**src/rtl/prbs31_checker_ctl.sv**
```systemverilog
// prbs31_checker_ctl
// Sequencer wrapped around an external PRBS31 generator (LSB-first, same WIDTH)
// so that the pair behaves as a self-synchronising receive checker.
//   IDLE   -> nothing driven to the generator
//   SEED   -> next valid rx word seeds the generator (newest 31 bits)
//   VERIFY -> LOCK_COUNT consecutive clean words are needed to declare lock
//   LOCKED -> every word is checked; UNLOCK_COUNT consecutive bad words drop lock
// Build option: define PRBS_CHK_POPCOUNT_EN to make err_count count bit errors
// (popcount of the mismatch) instead of errored words.
module prbs31_checker_ctl #(
    parameter int WIDTH        = 32,
    parameter int LOCK_COUNT   = 16,
    parameter int UNLOCK_COUNT = 4
) (
    input  logic             clk,
    input  logic             rst,
    input  logic             start,
    input  logic             stop,
    input  logic             clear_counters,
    input  logic             rx_valid,
    input  logic [WIDTH-1:0] rx_data,
    output logic             prbs_init,
    output logic             prbs_update,
    output logic [30:0]      prbs_seed,
    input  logic [WIDTH-1:0] prbs_dout,
    output logic             locked,
    output logic [31:0]      err_count,
    output logic [47:0]      bit_count
);

    localparam logic [1:0] ST_IDLE   = 2'd0;
    localparam logic [1:0] ST_SEED   = 2'd1;
    localparam logic [1:0] ST_VERIFY = 2'd2;
    localparam logic [1:0] ST_LOCKED = 2'd3;

    localparam logic [7:0]  LOCK_N    = 8'(LOCK_COUNT);
    localparam logic [7:0]  UNLOCK_N  = 8'(UNLOCK_COUNT);
    localparam logic [47:0] WORD_BITS = 48'(WIDTH);

    // Registered state
    logic [1:0]       state_q,       state_d;
    logic             locked_q,      locked_d;
    logic [31:0]      err_count_q,   err_count_d;
    logic [47:0]      bit_count_q,   bit_count_d;
    logic [7:0]       good_cnt_q,    good_cnt_d;
    logic [7:0]       bad_cnt_q,     bad_cnt_d;
    logic             cmp_pending_q, cmp_pending_d;
    logic [WIDTH-1:0] rx_d_q,        rx_d_d;

    // Compare datapath
    logic             in_cmp_state;
    logic [WIDTH-1:0] diff;
    logic             word_err;
    logic [31:0]      err_inc;

    // Saturating adders: counters stick at all-ones rather than wrap
    function automatic logic [31:0] sat_add32(input logic [31:0] a, input logic [31:0] b);
        logic [32:0] s;
        s = {1'b0, a} + {1'b0, b};
        return s[32] ? '1 : s[31:0];
    endfunction

    function automatic logic [47:0] sat_add48(input logic [47:0] a, input logic [47:0] b);
        logic [48:0] s;
        s = {1'b0, a} + {1'b0, b};
        return s[48] ? '1 : s[47:0];
    endfunction

    assign in_cmp_state = (state_q == ST_VERIFY) || (state_q == ST_LOCKED);

    // Generator controls depend only on state and rx_valid, so the generator
    // sees them in the same cycle as the word they refer to
    always_comb begin
        prbs_init   = (state_q == ST_SEED) && rx_valid;
        prbs_update = in_cmp_state && rx_valid;
        prbs_seed   = '0;
        // Seed bit 0 is the newest received bit, i.e. the word's MSB
        if (prbs_init) begin
            for (int k = 0; k < 31; k++) begin
                prbs_seed[k] = rx_data[WIDTH-1-k];
            end
        end
    end

    assign diff     = prbs_dout ^ rx_d_q;
    assign word_err = |diff;

`ifdef PRBS_CHK_POPCOUNT_EN
    // Bit-error weight of the current mismatch
    always_comb begin
        err_inc = '0;
        for (int i = 0; i < WIDTH; i++) begin
            err_inc = err_inc + {31'd0, diff[i]};
        end
    end
`else
    assign err_inc = 32'd1;
`endif

    // Next-state: pending compare first, then the new word, then commands
    always_comb begin
        logic cmp_now;
        logic leave;

        state_d       = state_q;
        err_count_d   = err_count_q;
        bit_count_d   = bit_count_q;
        good_cnt_d    = good_cnt_q;
        bad_cnt_d     = bad_cnt_q;
        cmp_pending_d = 1'b0;
        rx_d_d        = rx_d_q;
        leave         = 1'b0;

        // A start/stop in the compare cycle abandons that compare
        cmp_now = cmp_pending_q && in_cmp_state && !start && !stop;

        if (cmp_now) begin
            if (state_q == ST_VERIFY) begin
                if (word_err) begin
                    state_d = ST_SEED;
                    leave   = 1'b1;
                end else begin
                    good_cnt_d = good_cnt_q + 8'd1;
                    if (good_cnt_q + 8'd1 == LOCK_N) begin
                        state_d   = ST_LOCKED;
                        bad_cnt_d = '0;
                    end
                end
            end else begin
                bit_count_d = sat_add48(bit_count_q, WORD_BITS);
                if (word_err) begin
                    err_count_d = sat_add32(err_count_q, err_inc);
                    bad_cnt_d   = bad_cnt_q + 8'd1;
                    if (bad_cnt_q + 8'd1 == UNLOCK_N) begin
                        state_d = ST_SEED;
                        leave   = 1'b1;
                    end
                end else begin
                    bad_cnt_d = '0;
                end
            end
        end

        if (stop) begin
            state_d = ST_IDLE;
        end else if (start) begin
            state_d = ST_SEED;
        end else if (rx_valid) begin
            if (state_q == ST_SEED) begin
                state_d    = ST_VERIFY;
                good_cnt_d = '0;
            end else if (in_cmp_state && !leave) begin
                // Word issued while falling back to SEED is dropped
                cmp_pending_d = 1'b1;
                rx_d_d        = rx_data;
            end
        end

        if (clear_counters) begin
            err_count_d = '0;
            bit_count_d = '0;
        end
    end

    assign locked_d = (state_d == ST_LOCKED);

    // State and counter registers
    always_ff @(posedge clk or posedge rst) begin
        if (rst) begin
            state_q       <= ST_IDLE;
            locked_q      <= 1'b0;
            err_count_q   <= '0;
            bit_count_q   <= '0;
            good_cnt_q    <= '0;
            bad_cnt_q     <= '0;
            cmp_pending_q <= 1'b0;
            rx_d_q        <= '0;
        end else begin
            state_q       <= state_d;
            locked_q      <= locked_d;
            err_count_q   <= err_count_d;
            bit_count_q   <= bit_count_d;
            good_cnt_q    <= good_cnt_d;
            bad_cnt_q     <= bad_cnt_d;
            cmp_pending_q <= cmp_pending_d;
            rx_d_q        <= rx_d_d;
        end
    end

    assign locked    = locked_q;
    assign err_count = err_count_q;
    assign bit_count = bit_count_q;

endmodule

```
**config.mk**
```make
export PLATFORM = sky130hd
export DESIGN_NAME = prbs31_checker_ctl
export DESIGN_NICKNAME = d
export VERILOG_FILES = /design/src/rtl/prbs31_checker_ctl.sv
export SDC_FILE = /design/constraint.sdc
export NUM_CORES = 1
export LEC_CHECK = 0
export BUFFER_PORTS_ARGS = -buffer_cell sky130_fd_sc_hd__buf_4
export CORE_MARGIN = 2
export CORE_UTILIZATION = 58
export CTS_BUF_LIST = sky130_fd_sc_hd__clkbuf_16
export DETAILED_ROUTE_END_ITERATION = 7
export PLACE_DENSITY = 0.86
export SETUP_SLACK_MARGIN = 0.02
export SYNTH_ARGS = -nofsm -noshare
export SYNTH_HDL_FRONTEND = slang
export SYNTH_SLANG_ARGS = --single-unit
export TNS_END_PERCENT = 1
```
**constraint.sdc**
```tcl
create_clock -name clk -period 6.1 [get_ports clk]
set_clock_uncertainty 0.05 [all_clocks]
set_input_delay 0.61 -clock clk [delete_from_list [all_inputs] [get_ports clk]]
set_output_delay 0.61 -clock clk [all_outputs]
set_load 0.02 [all_outputs]
```
# After elaboration in Yosys (flattened, before gate mapping)
# Cells that the tools add are included.
# word_totals
ff_bits,132
inputBits,70
out_inout_bits,114
elab_cells,83
# op_classes
add_sub_neg,4
n_eq_ne,9
muxes,41
bitwise,4
reduce_logical,17
# op_table
cell,count
48-bit 2-to-1 mux,4
32-bit 2-to-1 mux,5
8-bit 2-to-1 mux,11
48-bit by 6-bit adder with 49-bit output (second input constant),1
32-bit by 1-bit adder with 33-bit output (second input constant),1
32-bit OR reduction,1
32-bit bitwise XOR,1
31-bit 2-to-1 mux,1
2-bit 2-to-1 mux,10
8-bit by 1-bit adder with 8-bit output (second input constant),2
1-bit 2-to-1 mux,10
8-bit by 3-bit == test with 1-bit output (second input constant),1
8-bit by 5-bit == test with 1-bit output (second input constant),1
2-bit == test (second input constant),3
1-bit logical AND,6
3-bit AND reduction,2
5-bit AND reduction,1
2-bit != test (second input constant),2
2-bit nonzero test,2
1-bit logical NOT,3
1-bit NOT,3
2-bit by 1-bit == test with 1-bit output (second input constant),1
2-bit by 1-bit != test with 1-bit output (second input constant),1
2-bit AND reduction,1
1-bit logical OR,1

# Depth between registers and ports, before layout
# depth
ltp_word,13
mapped_depth,9
mapped_depth_nobuf,7

# Least setup slack after synthesis
# OpenSTA, ideal clock, no wires.
# synth_timing
kind,input-to-reg
from,input prbs_dout[21]
to,register rx_d_q[10]
setup_ps,125
arrival_ps,2328
required_ps,5925
setup_slack_ps,3598
path_stages,8
path_buffers,2
path_cell_list,xor2_1 > nor4_1 > and4_1 > buf_2 > nand2_1 > a21oi_2 > buf_2 > mux2_2
# synth_via
elab_chain_cells,8
word_cells_on_any_way,9
# synth_rtl
item,line,source
"start, declared",25,"input logic [WIDTH-1:0] prbs_dout,"
32-bit bitwise XOR (*),85,assign diff = prbs_dout ^ rx_d_q;
32-bit OR reduction (*),86,assign word_err = |diff;
1-bit 2-to-1 mux (on tied branches),"131, 119",
1-bit 2-to-1 mux (*),118,if (state_q == ST_VERIFY) begin
1-bit 2-to-1 mux (*),117,if (cmp_now) begin
1-bit logical NOT (*),152,end else if (in_cmp_state && !leave) begin
1-bit logical AND (*),152,
5-bit AND reduction (no source line) (*),-,
"end signal, assigned",186,rx_d_q <= rx_d_d;
"end, declared",48,"logic [WIDTH-1:0] rx_d_q, rx_d_d;"
# Every way passes the cells marked *; elsewhere a longest branch is shown, timed or not.
# A chain may end at the register's enable or synchronous reset.

# Worst setup path in the final report
# layout_timing
from,register err_count_q[0] (netlist: err_count[0])
to,register err_count_q[21] (netlist: err_count[21])
# layout_via
elab_chain_cells,6
# layout_rtl
item,line,source
"start, declared",43,"logic [31:0] err_count_q, err_count_d;"
"start signal, assigned",181,err_count_q <= err_count_d;
32-bit by 1-bit adder with 33-bit output,59,"s = {1'b0, a} + {1'b0, b};"
32-bit 2-to-1 mux,60,return s[32] ? '1 : s[31:0];
32-bit 2-to-1 mux,131,if (word_err) begin
32-bit 2-to-1 mux,118,
32-bit 2-to-1 mux,117,
32-bit 2-to-1 mux,159,if (clear_counters) begin
# Every way passes these cells. The select of a mux whose other input is x is not followed.

==> impl_metrics.csv <==
group,metric,value,unit
sta,drv_slew,0,
synth,synth_edf_count,0,
route,vias,6456,
power,power.leakage,4.21,nW
layout,area_delta_synth_final,26.6,%
synth,synth_top_family_by_area,"simple AND/OR/NAND/NOR gates",
synth,synth_ff_type,"dfrtp_1",
worst_setup_path,cp_cell_sequence,"ha_1 -> nand3_1 -> nor4_4 -> nand3_2 -> and2_0 -> a311oi_1",
route,antenna_left,0,
route,wl_per_cell,18.3,um
power,ir_worst_vdd,0.000158,V
sta,fin_crit,3.32,ns
sta,final_hold_viol_count,0,
synth,synth_common_cells,"dfrtp_1, xor2_1, nand2_1",
sta,fmax,301,MHz
route,drc,0,
power,powerDensity,214,nW/um^2
run_status,status,"finished clean",
route,vias_per_cell,6.17,
clock_tree,cts_tree,"done",
clock_tree,cts.reportedPaths.clkPinSlew,0.05,ns
sta,worst_pin_slew,1.07,ns
synth,synth-seq-cells,128,
clock_tree,cts_made_buffers,17,
synth,synth_top_cells_by_area,"dfrtp_1, xor2_1, mux2_2, and2_1, o21ai_0",
placement,hpwlAfterDp,13.3,mm
grt,grt_pass1_vias,6402,
worst_setup_path,arrival,3.58,ns
layout,num-nets-final,968,
route,dr.pass1.iters,5,
layout,drive_above_1_share,0.280,
synth,synthMostInstantiatedCell,"dfrtp_1",
die,dieHeight,115,um
sta,finalCritPeriodShare,0.544,
sta,tns,0,ns
worst_setup_path,worstSetupPathType,"reg2reg",
flow_run,drv_cap,0,
grt,grt_max_degree,78,
sta,rsz0062_at_grt,"no",
sta,finalSetupViolCount,0,
worst_hold_path,hp-class,"in2async",
clock_tree,post_cts_resized,0,
grt,antenna_found_initial,0,
layout,final_core_util,0.751,
synth,syn_area_per_cell,9.81,um^2
synth,async_reset_ff_frac,1.00,
worst_setup_path,cp_slowest_cell,"and2_0",
layout,diodes,0,
clock_tree,htree_num_levels,4,
route,dr.first_iter.drc_count,708,
sta,fin_ws,2.78,ns
worst_setup_path,critPathMaxFanout,26,
synth,synthesis.nets,800,
placement,dp.cells,1020,
worst_setup_path,required,6.36,ns
clock_tree,clockBufferDepth,2,
sta,relSlewSlack,0.288,
worst_setup_path,cp-end-kind,"flip-flop",
synth,synth.distinct_cells,53,
grt,grt_pass1_wl,31.2,mm
synth,syn_area,7100,um^2
layout,final_cells,1047,
die,design.die.area,13100,um^2
clock_tree,clk_latency,0.42,ns
synth,synth_top_cell_by_area,"dfrtp_1",
sta,timing.hold.ws,0.328,ns
worst_setup_path,start_kind,"flip-flop",
clock_tree,root_buffer,"clkbuf_16",
die,core_area,12000,um^2
synth,synth_xor_area_frac,0.0925,
worst_setup_path,max_stage_delay,0.71,ns
synth,muxShareOfSynthArea,0.0580,
worst_setup_path,rrSetupSlack,2.78,ns
synth,yosysWarnings,0,
worst_setup_path,critical_path.top_delay_family,"simple AND/OR/NAND/NOR gates",
placement,place_ws,2.60,ns
die,die-width,115,um
die,initial_core_util,0.594,
die,ios,184,
worst_setup_path,crit_buf_inv,0,
synth,synthCells,724,
synth,synth_seq_area_share,0.451,
layout,finish.instance_area,8990,um^2
placement,io_buffers,183,
clock_tree,postCtsHoldBufs,0,
grt,grt_use_total,0.300,
placement,placed_area,8520,um^2
clock_tree,cts_setup_buffers,0,
synth,synth-simple-area-share,0.222,
grt,grt.overflow.total,0,
synth,yosysTopAreaCellShare,0.451,
route,drt_wl_total,19.1,mm
placement,gp_congestion,0.868,
die,rows,40,
power,p_total,1.92,mW
synth,synth_compound_area_frac,0.133,
clock_tree,clock_sinks,128,
synth,synth_adder_area_share,0.0106,
## power by group
part / internal [mW] / switching (mW) / leakage [nW]
sequential: 0.882 / 0.0265 / 1.75
clock: 0.490 / 0.344 / 0.246
combinational: 0.0909 / 0.0889 / 2.22
total: 1.46 / 0.460 / 4.21
## worst paths after layout
path | startpoint | to | depth (start not counted)
setup / recovery | err_count[0]$_DFFE_PP0P_ | err_count[21]$_DFFE_PP0P_ | 6
hold / removal | rst | err_count[19]$_DFFE_PP0P_ | 2
setup reg to reg | err_count[0]$_DFFE_PP0P_ | err_count[21]$_DFFE_PP0P_ | 6
hold reg to reg | rx_d_q[14]$_DFFE_PP0P_ | rx_d_q[14]$_DFFE_PP0P_ | 1
max in group asynchronous | rst | bit_count[8]$_DFFE_PP0P_ | 3
min in group clk | stop | state_q[0]$_DFF_PP0_ | 2
## flip-flops by register name, indices dropped and copies added (netlist names)
register / count
bad_cnt_q: 8
bit_count: 44
cmp_pending_q: 1
err_count: 32
good_cnt_q: 8
locked: 1
rx_d_q: 32
state_q: 2
## layout by cell type, fill, tap and decap left out, types with 3 or more instances in the layout
| master | netlist | layout |
|---|---|---|
| buf_4 | 4 | 187 |
| dfrtp_1 | 128 | 128 |
| xor2_1 | 49 | 49 |
| nand2_1 | 47 | 47 |
| o21ai_0 | 46 | 46 |
| and2_1 | 43 | 43 |
| nor2_1 | 40 | 40 |
| mux2_2 | 33 | 33 |
| nand3_1 | 29 | 29 |
| a21oi_1 | 28 | 28 |
| xnor2_1 | 26 | 26 |
| nand4_1 | 23 | 23 |
| and3_1 | 22 | 22 |
| nor3_1 | 20 | 20 |
| a311oi_1 | 20 | 20 |
| inv_1 | 14 | 18 |
| nor4_1 | 17 | 17 |
| clkbuf_16 | 0 | 17 |
| and4_1 | 13 | 13 |
| a211oi_1 | 10 | 10 |
| a31oi_1 | 9 | 9 |
| a21o_1 | 7 | 7 |
| or4_1 | 6 | 6 |
| ha_1 | 6 | 6 |
| a41oi_1 | 5 | 5 |
| mux2i_1 | 4 | 4 |
| clkinv_1 | 0 | 4 |
| or2_2 | 3 | 3 |
| o31ai_1 | 3 | 3 |
| nor2b_1 | 3 | 3 |
| o21a_1 | 3 | 3 |
## final cells by class
cell class              count  area, um^2
clock buffers              17         425
clock inverters            10        38.8
fillers                   834        2980
inverters                  14        55.1
multi-input cells         544        3680
flip-flops and latches    128        3200
well taps                 147         184
repair buffers            187        1400
## cells by family after synthesis
logic type	Yosys count
buffers and inverters	52
flip-flops	128
AO/OA/AOI/OAI	146
AND/OR/NAND/NOR	280
adder cells (fa/ha/maj)	6
multiplexers	37
XOR/XNOR	75
## per-layer routing
layer / share of wire / global-route usage / routed length (um)
met4: 0.025 / 0.130 / 473
met2: 0.50 / 0.505 / 9650
met5: 0 / 0 / 0
met3: 0.059 / 0.0603 / 1140
met1: 0.41 / 0.376 / 7850
Power figures use the tool's default switching activity.
